`src/rtl/instr_fetch.sv`:
```
`default_nettype none
// ============================================================================
// Module      : instr_fetch
// Description : Single-outstanding instruction fetch unit with a one-entry
//               valid/ready instruction buffer, PC redirect and halt.
// Revision    : 1.0 - initial release
// ============================================================================

module instr_fetch #(
  parameter logic [31:0] RESET_PC = 32'h0000_0000
) (
  input  logic        clk,
  input  logic        rst,
  output logic        imem_req,
  output logic [31:0] imem_addr,
  input  logic        imem_rvalid,
  input  logic [31:0] imem_rdata,
  output logic        instr_valid,
  output logic [31:0] instr,
  output logic [31:0] instr_pc,
  input  logic        instr_ready,
  input  logic        redirect_valid,
  input  logic [31:0] redirect_pc,
  input  logic        halt,
  output logic        redirect_misaligned
);

  typedef enum logic [1:0] {
    S_IDLE = 2'd0,
    S_REQ  = 2'd1,
    S_WAIT = 2'd2
  } state_t;

  state_t      r_state, w_state_nxt;
  logic [31:0] r_pc, w_pc_nxt;
  logic        r_drop, w_drop_nxt;
  logic        r_instr_valid, w_valid_nxt;
  logic [31:0] r_instr, w_instr_nxt;
  logic [31:0] r_instr_pc, w_instr_pc_nxt;
  logic        r_misaligned;
  logic        w_consume;

  assign w_consume = r_instr_valid && instr_ready;

  always_comb begin
    w_state_nxt    = r_state;
    w_pc_nxt       = r_pc;
    w_drop_nxt     = r_drop;
    w_valid_nxt    = r_instr_valid && !w_consume;
    w_instr_nxt    = r_instr;
    w_instr_pc_nxt = r_instr_pc;

    case (r_state)
      S_IDLE: begin
        if (!halt && (!r_instr_valid || w_consume)) begin
          w_state_nxt = S_REQ;
        end
      end
      S_REQ: begin
        w_state_nxt = S_WAIT;
      end
      S_WAIT: begin
        if (imem_rvalid) begin
          w_state_nxt = S_IDLE;
          if (r_drop) begin
            w_drop_nxt = 1'b0;
          end else if (!redirect_valid) begin
            w_instr_nxt    = imem_rdata;
            w_instr_pc_nxt = r_pc;
            w_valid_nxt    = 1'b1;
            w_pc_nxt       = r_pc + 32'd4;
          end
        end
      end
      default: begin
        w_state_nxt = S_IDLE;
      end
    endcase

    // A redirect overrides everything; a request already in flight is
    // marked for discard so its response never reaches the buffer.
    if (redirect_valid) begin
      w_pc_nxt    = {redirect_pc[31:2], 2'b00};
      w_valid_nxt = 1'b0;
      case (r_state)
        S_IDLE:  w_state_nxt = S_IDLE;
        S_REQ:   w_drop_nxt  = 1'b1;
        S_WAIT:  w_drop_nxt  = !imem_rvalid;
        default: w_state_nxt = S_IDLE;
      endcase
    end
  end

  always_ff @(posedge clk or posedge rst) begin
    if (rst) begin
      r_state       <= S_IDLE;
      r_pc          <= RESET_PC;
      r_drop        <= 1'b0;
      r_instr_valid <= 1'b0;
      r_instr       <= 32'd0;
      r_instr_pc    <= 32'd0;
      r_misaligned  <= 1'b0;
    end else begin
      r_state       <= w_state_nxt;
      r_pc          <= w_pc_nxt;
      r_drop        <= w_drop_nxt;
      r_instr_valid <= w_valid_nxt;
      r_instr       <= w_instr_nxt;
      r_instr_pc    <= w_instr_pc_nxt;
      r_misaligned  <= redirect_valid && (|redirect_pc[1:0]);
    end
  end

  assign imem_req            = (r_state == S_REQ);
  assign imem_addr           = (r_state == S_REQ) ? r_pc : 32'd0;
  assign instr_valid         = r_instr_valid;
  assign instr               = r_instr;
  assign instr_pc            = r_instr_pc;
  assign redirect_misaligned = r_misaligned;

endmodule

`default_nettype wire

```
`config.mk`:
```
export PLATFORM = sky130hd
export DESIGN_NAME = instr_fetch
export DESIGN_NICKNAME = d
export VERILOG_FILES = /design/src/rtl/instr_fetch.sv
export SDC_FILE = /design/constraint.sdc
export NUM_CORES = 1
export LEC_CHECK = 0
export BUFFER_PORTS_ARGS = -buffer_cell sky130_fd_sc_hd__buf_2
export CORE_AREA = 4 4 120 122
export DETAILED_ROUTE_END_ITERATION = 8
export DIE_AREA = 0 0 124 126
export PLACE_DENSITY = 0.67
export SYNTH_ARGS = -nofsm -noshare
export SYNTH_HDL_FRONTEND = slang
export SYNTH_SLANG_ARGS = --single-unit
```
`constraint.sdc`:
```
create_clock -name clk -period 3.5 [get_ports clk]
set_input_delay 0.7 -clock clk [delete_from_list [all_inputs] [get_ports clk]]
set_output_delay 0.7 -clock clk [all_outputs]
set_load 0.02 [all_outputs]
```
# Word level (Yosys, flattened, before mapping)
# Index checks and enable logic that the tools add are counted.
word_totals:
  input_bits: 70
  output_inout_bits: 99
  wordCells: 47
  ff_bits: 101
classes:
  n_reduce_logical: 16
  add_sub_neg: 1
  bitwise_logic: 2
  n_eq_ne: 3
  mux: 18
ops:
  columns: ["operator", "n"]
  rows:
  - ["32-bit 2-to-1 mux", 5]
  - ["32-bit by 3-bit adder with 32-bit output, second input constant", 1]
  - ["2-bit 2-to-1 mux", 4]
  - ["1-bit 2-to-1 mux", 7]
  - ["2-bit one-hot mux with 3 select lines", 1]
  - ["1-bit logical AND", 4]
  - ["1-bit logical NOT", 4]
  - ["4-bit AND reduction", 1]
  - ["2-bit nonzero test", 2]
  - ["2-bit OR reduction", 2]
  - ["3-bit AND reduction", 1]
  - ["2-bit by 1-bit equality test with 1-bit output, second input constant", 1]
  - ["2-bit equality test, second input constant", 1]
  - ["2-bit logical NOT", 1]
  - ["2-bit != test, second input constant", 1]
  - ["1-bit inverter", 2]
  - ["1-bit one-hot mux with 2 select lines", 1]
  - ["1-bit logical OR", 1]

# Depth between registers and ports, before layout
# Gate-level depths: netlist of run 1.
depth:
  ltp_word: 7
  depth_mapped: 8
  depth_no_buf: 6

# Least setup slack after synthesis of run 1
# OpenSTA, ideal clock, no wires.
synth_path:
  path_type: "flip-flop to flip-flop"
  from: "register r_state[0]"
  to: "register r_pc[19]"
  required_time_ns: 3.418
  setup_time_ns: 0.082
  stages_incl_launch_ff: 8
  arrival_ns: 2.166
  n_path_buf: 1
  synth_period_minus_slack_ns: 2.248
  slack_ns: 1.252
  cell_sequence: "dfrtp_1 > inv_1 > ha_1 > nand3b_4 > or4_4 > buf_6 > or4_1 > a31oi_1"
synth_via:
  elab_chain_len: 3
synth_rtl:
  columns: ["item", "line_no", "text"]
  rows:
  - ["start, declared", "34", "state_t r_state, w_state_nxt;"]
  - ["start signal, assigned", "104", "r_state <= w_state_nxt;"]
  - ["2-bit equality test", "53", "case (r_state)"]
  - ["2-bit nonzero test (no line)", null, null]
  - ["3-bit AND reduction (no line)", null, null]
  - ["end signal, assigned", "105", "r_pc <= w_pc_nxt;"]
  - ["end, declared", "35", "logic [31:0] r_pc, w_pc_nxt;"]
# Every way passes these cells.
# A chain may end at the register's enable or synchronous reset.

# Worst setup path in the final report of run 1
layout_path:
  from: "register r_state[1]"
  to: "output imem_addr[14]"
layout_via:
  elab_chain_len: 2
layout_rtl:
  columns: ["item", "line_no", "text"]
  rows:
  - ["2-bit by 1-bit equality test with 1-bit output", "115", "assign imem_addr = (r_state == S_REQ) ? r_pc : 32'd0;"]
  - ["32-bit 2-to-1 mux", "115", null]
  - ["end, declared", "15", "output logic [31:0] imem_addr,"]
# Every way passes these cells.

==> flow_metrics.env, run 1 <==
export IMPL_cts_buffer_depth=2
export IMPL_p_switching_mw=1.72
export IMPL_synthToLayoutAreaGrowth_pct=27.2
export IMPL_grt_max_degree=45
export IMPL_routedWlPerCell_um=15.3
export IMPL_synth_edf_count=0
export IMPL_holdBufCountCts=0
export IMPL_drv_cap=0
export IMPL_slew_violations=0
export IMPL_grt_pass1_vias=3572
export IMPL_status="completed"
export IMPL_power_density_nw_per_um2=772
export IMPL_timing_final_crit_share_pct=76.6
export IMPL_syn_inst=404
export IMPL_fp_row_count=42
export IMPL_report_final_hold_viol_count=0
export IMPL_cts_made_buffers=9
export IMPL_grt_pass1_wl_um=18200
export IMPL_start_util_pct=34.6
export IMPL_design_area_um2=5810
export IMPL_max_freq_mhz=373
export IMPL_cts_tree="built"
export IMPL_wirelength_um=11300
export IMPL_dr_pass1_iters=4
export IMPL_criticalPathCategory="reg -> out"
export IMPL_vdd_ir_drop_max_v=0.000298
export IMPL_antenna_found_initial=0
export IMPL_netlist_area_um2=4570
export IMPL_htree_levels=3
export IMPL_rsz0062_at_grt="false"
export IMPL_avgViaCountPerCell=4.81
export IMPL_start_kind="flip-flop"
export IMPL_cp_max_fo=13
export IMPL_core_area_um2=13200
export IMPL_nets=637
export IMPL_synthFlopType="dfrtp_1"
export IMPL_ys_seq_area_share_pct=53.2
export IMPL_placed_cell_area_um2=5540
export IMPL_fin_util_pct=44.0
export IMPL_die_area_um2=15600
export IMPL_drt_iter0_drc=183
export IMPL_tns_ns=0
export IMPL_skew_ns=0.00563
export IMPL_io_buffers=164
export IMPL_fin_crit_ns=2.68
export IMPL_netlist_area_leader_share_pct=53.2
export IMPL_slew_headroom_pct=60.5
export IMPL_die_y_um=126
export IMPL_gp_congestion=0.769
export IMPL_dpl_hpwl_um=8430
export IMPL_place_ws_ns=0.969
export IMPL_postCtsSetupRepairBufs=0
export IMPL_synth_seq_cells=97
export IMPL_ys_types=40
export IMPL_swShare_pct=38.3
export IMPL_power_mw=4.48
export IMPL_synth_top_area_cell="dfrtp_1"
export IMPL_drc_errors=0
export IMPL_hold_worst_slack_ns=0.414
export IMPL_yosysWarnings=0
export IMPL_hold_class="in -> async"
export IMPL_die_w_um=124
export IMPL_num_vias=3571
export IMPL_insertedDiodeCount=0
export IMPL_instances_no_fill=742
export IMPL_ys_async_sr_fraction_pct=100
export IMPL_syn_area_per_cell_um2=11.3
export IMPL_clock_tree_root_cell="clkbuf_16"
export IMPL_io_pins=169
export IMPL_cts_sinks=97
export IMPL_cellLeakagePower_nw=2.76
export IMPL_p_int_mw=2.77
export IMPL_worstMarginPinSlew_ns=0.592
export IMPL_worst_slack_ns=0.818
export IMPL_pwr_share_comb_pct=41.0
export IMPL_drive_gt1_share_pct=45.1
export IMPL_clock_latency_ns=0.34
export IMPL_end_kind="output pin"
export IMPL_clkTransAtPathRegs_ns=0.06
export IMPL_drtAntennaViolNets=0
export IMPL_cp_arrival_ns=1.98
export IMPL_cts_resized=0
export IMPL_setup_violations=0
export IMPL_ys_top_cells_by_area="dfrtp_1, mux2_2, and2_1, nor2_1, or4_1"
export IMPL_required_ns=2.80
export IMPL_sequentialPowerShare_pct=39.0
export IMPL_p_clk_share_pct=20.0
export IMPL_gr_total_overflow=0
export IMPL_dp_cells=727
export IMPL_grt_usage_pct=14.8
cell type report:
class | instances | area (um^2)
clock inverter | 3 | 17.5
tap | 176 | 220
sequential | 97 | 2430
inverter | 12 | 47.5
fill | 1297 | 7380
multi-input combinational | 272 | 1980
timing repair buffer | 170 | 866
clock buffer | 12 | 246
final timing paths:
| check | startpoint | cells after the start | slack (ns) | to |
|---|---|---|---|---|
| setup / recovery | r_state[1] | 5 | 0.82 | imem_addr[14] |
| hold / removal | rst | 2 | 0.41 | instr[31] |
| setup reg to reg | r_state[0] | 6 | 1.00 | r_pc[20] |
| hold reg to reg | instr[27] | 1 | 0.50 | instr[27] |
| max in group asynchronous | rst | 3 | 2.32 | r_pc[25] |
| min in group clk | instr[27] | 1 | 0.50 | instr[27] |
placed cells by master (no fill, tap or decap), types with 10 or more instances in the layout:
cell type	count
inv_1	10
and2_1	24
dfrtp_1	97
o31ai_1	12
mux2_2	62
nor2_1	32
nand3_1	11
nand2_1	27
a31oi_1	16
o21ai_0	18
buf_2	164
or4_1	14
power by group through the flow:
| stage | clock network, mW | registers, mW | logic (mW) |
|---|---|---|---|
| 2_1_floorplan | 0 | 2.19 | 0.766 |
| 3_3_place_gp | 0 | 1.75 | 1.84 |
| 3_5_place_dp | 0 | 1.77 | 1.87 |
| 4_1_cts | 0.932 | 1.76 | 1.87 |
| 5_1_grt | 0.985 | 1.81 | 1.99 |
| 6_report | 0.899 | 1.75 | 1.84 |
registers in the layout, summed over array words and instances (netlist names):
register	cells
instr	32
instr_pc	30
instr_valid	1
r_drop	1
r_pc	30
r_state	2
redirect_misaligned	1
per-layer routing:
layer / global-route usage (%) / part of all wire, % / up-vias
li1: - / - / 1762
met1: 19.4 / 43 / 1682
met4: 4.25 / 1.3 / 0
met2: 24.0 / 48 / 117
met5: 0 / 0 / -
met3: 3.86 / 7.8 / 10
worst max-delay path, cell delays in order (launching register included):
cell     delay [ns]
dfrtp_1        0.41
inv_1          0.09
ha_1           0.46
inv_1          0.29
nor2_1         0.19
buf_2          0.19
Yosys cell counts (5+ instances only):
| cell | n |
|---|---|
| or3_1 | 5 |
| nor2_1 | 33 |
| and2_1 | 24 |
| or4_1 | 14 |
| clkbuf_1 | 19 |
| nand3_1 | 11 |
| nand4_1 | 5 |
| xnor2_1 | 8 |
| inv_1 | 11 |
| a31oi_1 | 16 |
| ha_1 | 5 |
| nand2_1 | 27 |
| o31ai_1 | 12 |
| mux2_2 | 62 |
| dfrtp_1 | 97 |
| o21ai_0 | 18 |
cell families after synthesis:
group                    Yosys count  share of synthesized area (%)
multiplexers                      63                           15.5
flip-flops                        97                           53.2
other                              1                         0.0821
AO/OA/AOI/OAI                     53                           7.37
adder cells (fa/ha/maj)            5                           1.37
XOR/XNOR                          10                           1.92
AND/OR/NAND/NOR                  137                           16.8
buffers and inverters             38                           3.81
Power figures use the tool's default switching activity.
==> inputs of run 2 (changes only) <==
Clock period 3.5 ns to 2.58 ns, I/O delays scaled along.
==> flow_metrics.env, run 2 (synthesis results as in run 1) <==
export IMPL_die_w_um=124
export IMPL_grt_pass1_wl_um=18700
export IMPL_nets=640
export IMPL_cts_tree="built"
export IMPL_avgViaCountPerCell=4.87
export IMPL_drt_iter0_drc=188
export IMPL_end_kind="flip-flop"
export IMPL_tns_ns=0
export IMPL_dpl_hpwl_um=8610
export IMPL_htree_levels=3
export IMPL_worst_path_buf_inv=1
export IMPL_drv_cap=0
export IMPL_num_vias=3635
export IMPL_grt_max_degree=98
export IMPL_setup_violations=0
export IMPL_slew_violations=0
export IMPL_hold_class="in -> async"
export IMPL_gr_total_overflow=0
export IMPL_insertedDiodeCount=0
export IMPL_dr_pass1_iters=4
export IMPL_skew_ns=0.00910
export IMPL_die_y_um=126
export IMPL_mostFrequentLayoutCells="buf_2, dfrtp_1, mux2_2"
export IMPL_clock_latency_ns=0.34
export IMPL_power_density_nw_per_um2=1070
export IMPL_io_pins=169
export IMPL_die_area_um2=15600
export IMPL_status="completed"
export IMPL_cts_sinks=97
export IMPL_cts_resized=0
export IMPL_crit_path_max_incr_delay_ns=0.69
export IMPL_slew_headroom_pct=61.1
export IMPL_io_buffers=164
export IMPL_slowest_stage="or4_4"
export IMPL_postCtsSetupRepairBufs=0
export IMPL_gp_congestion=0.766
export IMPL_clkTransAtPathRegs_ns=0.06
export IMPL_criticalPathCategory="reg -> reg"
export IMPL_timing_final_crit_share_pct=94.8
export IMPL_crit_chain="inv_1 -> ha_1 -> nand3b_4 -> or4_4 -> or4_1 -> a31oi_1"
export IMPL_start_util_pct=34.6
export IMPL_holdBufCountCts=0
export IMPL_grt_usage_pct=15.1
export IMPL_cellLeakagePower_nw=2.81
export IMPL_cp_max_fo=20
export IMPL_required_ns=2.84
export IMPL_rsz0062_at_grt="false"
export IMPL_final_common_cell="buf_2"
export IMPL_fp_row_count=42
export IMPL_drc_errors=0
export IMPL_drtAntennaViolNets=0
export IMPL_cp_arrival_ns=2.70
export IMPL_max_freq_mhz=409
export IMPL_clock_tree_root_cell="clkbuf_16"
export IMPL_cts_buffer_depth=2
export IMPL_start_kind="flip-flop"
export IMPL_fin_crit_ns=2.45
export IMPL_grt_pass1_vias=3693
export IMPL_vdd_ir_drop_max_v=0.000398
export IMPL_routedWlPerCell_um=15.8
export IMPL_antenna_found_initial=0
export IMPL_core_area_um2=13200
export IMPL_worstMarginPinSlew_ns=0.578
export IMPL_wirelength_um=11800
export IMPL_cts_made_buffers=9
export IMPL_largest_reg_flops=32
export IMPL_drive_gt1_share_pct=45.8
export IMPL_synthToLayoutAreaGrowth_pct=29.7
export IMPL_dp_cells=730
export IMPL_report_final_hold_viol_count=0
export IMPL_crit_family="simple AND/OR/NAND/NOR gates"
export IMPL_instances_no_fill=746
## run 2: cell count changes in the layout (fill, tap and decap cells not counted)
| cell | before | now |
|---|---|---|
| clkinvlp_4 | 1 | 2 |
| inv_4 | 1 | 0 |
| buf_12 | 0 | 2 |
| bufinv_16 | 0 | 2 |
| clkbuf_8 | 1 | 2 |
| buf_4 | 6 | 7 |
| clkbuf_1 | 2 | 0 |
## run 2: power breakdown
| group | leakage, nW | switching, mW | total, mW | internal [mW] |
|---|---|---|---|---|
| Clock | 0.162 | 0.560 | 1.46 | 0.899 |
| Combinational | 1.48 | 1.49 | 2.53 | 1.03 |
| Sequential | 1.17 | 0.314 | 2.38 | 2.06 |
| Total | 2.81 | 2.37 | 6.36 | 4.00 |
## run 2: final timing paths
kind                            startpoint  slack, ns  cells past startpoint      endpoint
hold / removal                         rst       0.33                      3      instr[2]
min in group clk           redirect_pc[12]       0.37                      3      r_pc[12]
setup reg to reg                r_state[0]       0.13                      6      r_pc[29]
max in group asynchronous              rst       1.87                      3  instr_pc[16]
hold reg to reg                  instr[21]       0.50                      1     instr[21]
setup / recovery                r_state[0]       0.13                      6      r_pc[29]
## run 2: worst register-to-register path: cells and delay by family (launching register included)
kind | cells | cell delay [ns]
AND/OR/NAND/NOR | 3 | 1.41
flip-flops | 1 | 0.41
adder cells (fa/ha/maj) | 1 | 0.27
AO/OA/AOI/OAI | 1 | 0.18
buffers and inverters | 1 | 0.09
## run 2: area by class of cell
type / instances / area [um^2]
fill: 1302 / 7270
multi-input combinational: 272 / 1980
inverter: 12 / 48.8
clock buffer: 11 / 253
sequential: 97 / 2430
tap: 176 / 220
clock inverter: 5 / 77.6
timing repair buffer: 173 / 913
## run 2: metal layers
layer / vias to the layer above / part of all wire (%) / track usage, %
met5: - / 0 / 0
met4: 0 / 1.4 / 4.45
met3: 17 / 7.5 / 4.53
met2: 127 / 48 / 24.6
met1: 1740 / 43 / 19.5
li1: 1751 / - / -
## run 2: stage by stage
stage / worst slack, ns / hold slack (ns) / power (mW) / cell area, um^2 / util, %
detailed placement: 0.139 / 0.490 / 4.98 / 5590 / 42.4
CTS: 0.123 / 0.352 / 6.47 / 5920 / 44.9
floorplan: 0.332 / 0.483 / 4.01 / 4580 / -
global placement: 0.231 / 0.483 / 4.89 / 5590 / 42.4
global route: 0.0103 / 0.370 / 6.76 / 5920 / 44.9
finish: 0.133 / 0.333 / 6.36 / 5920 / 44.9
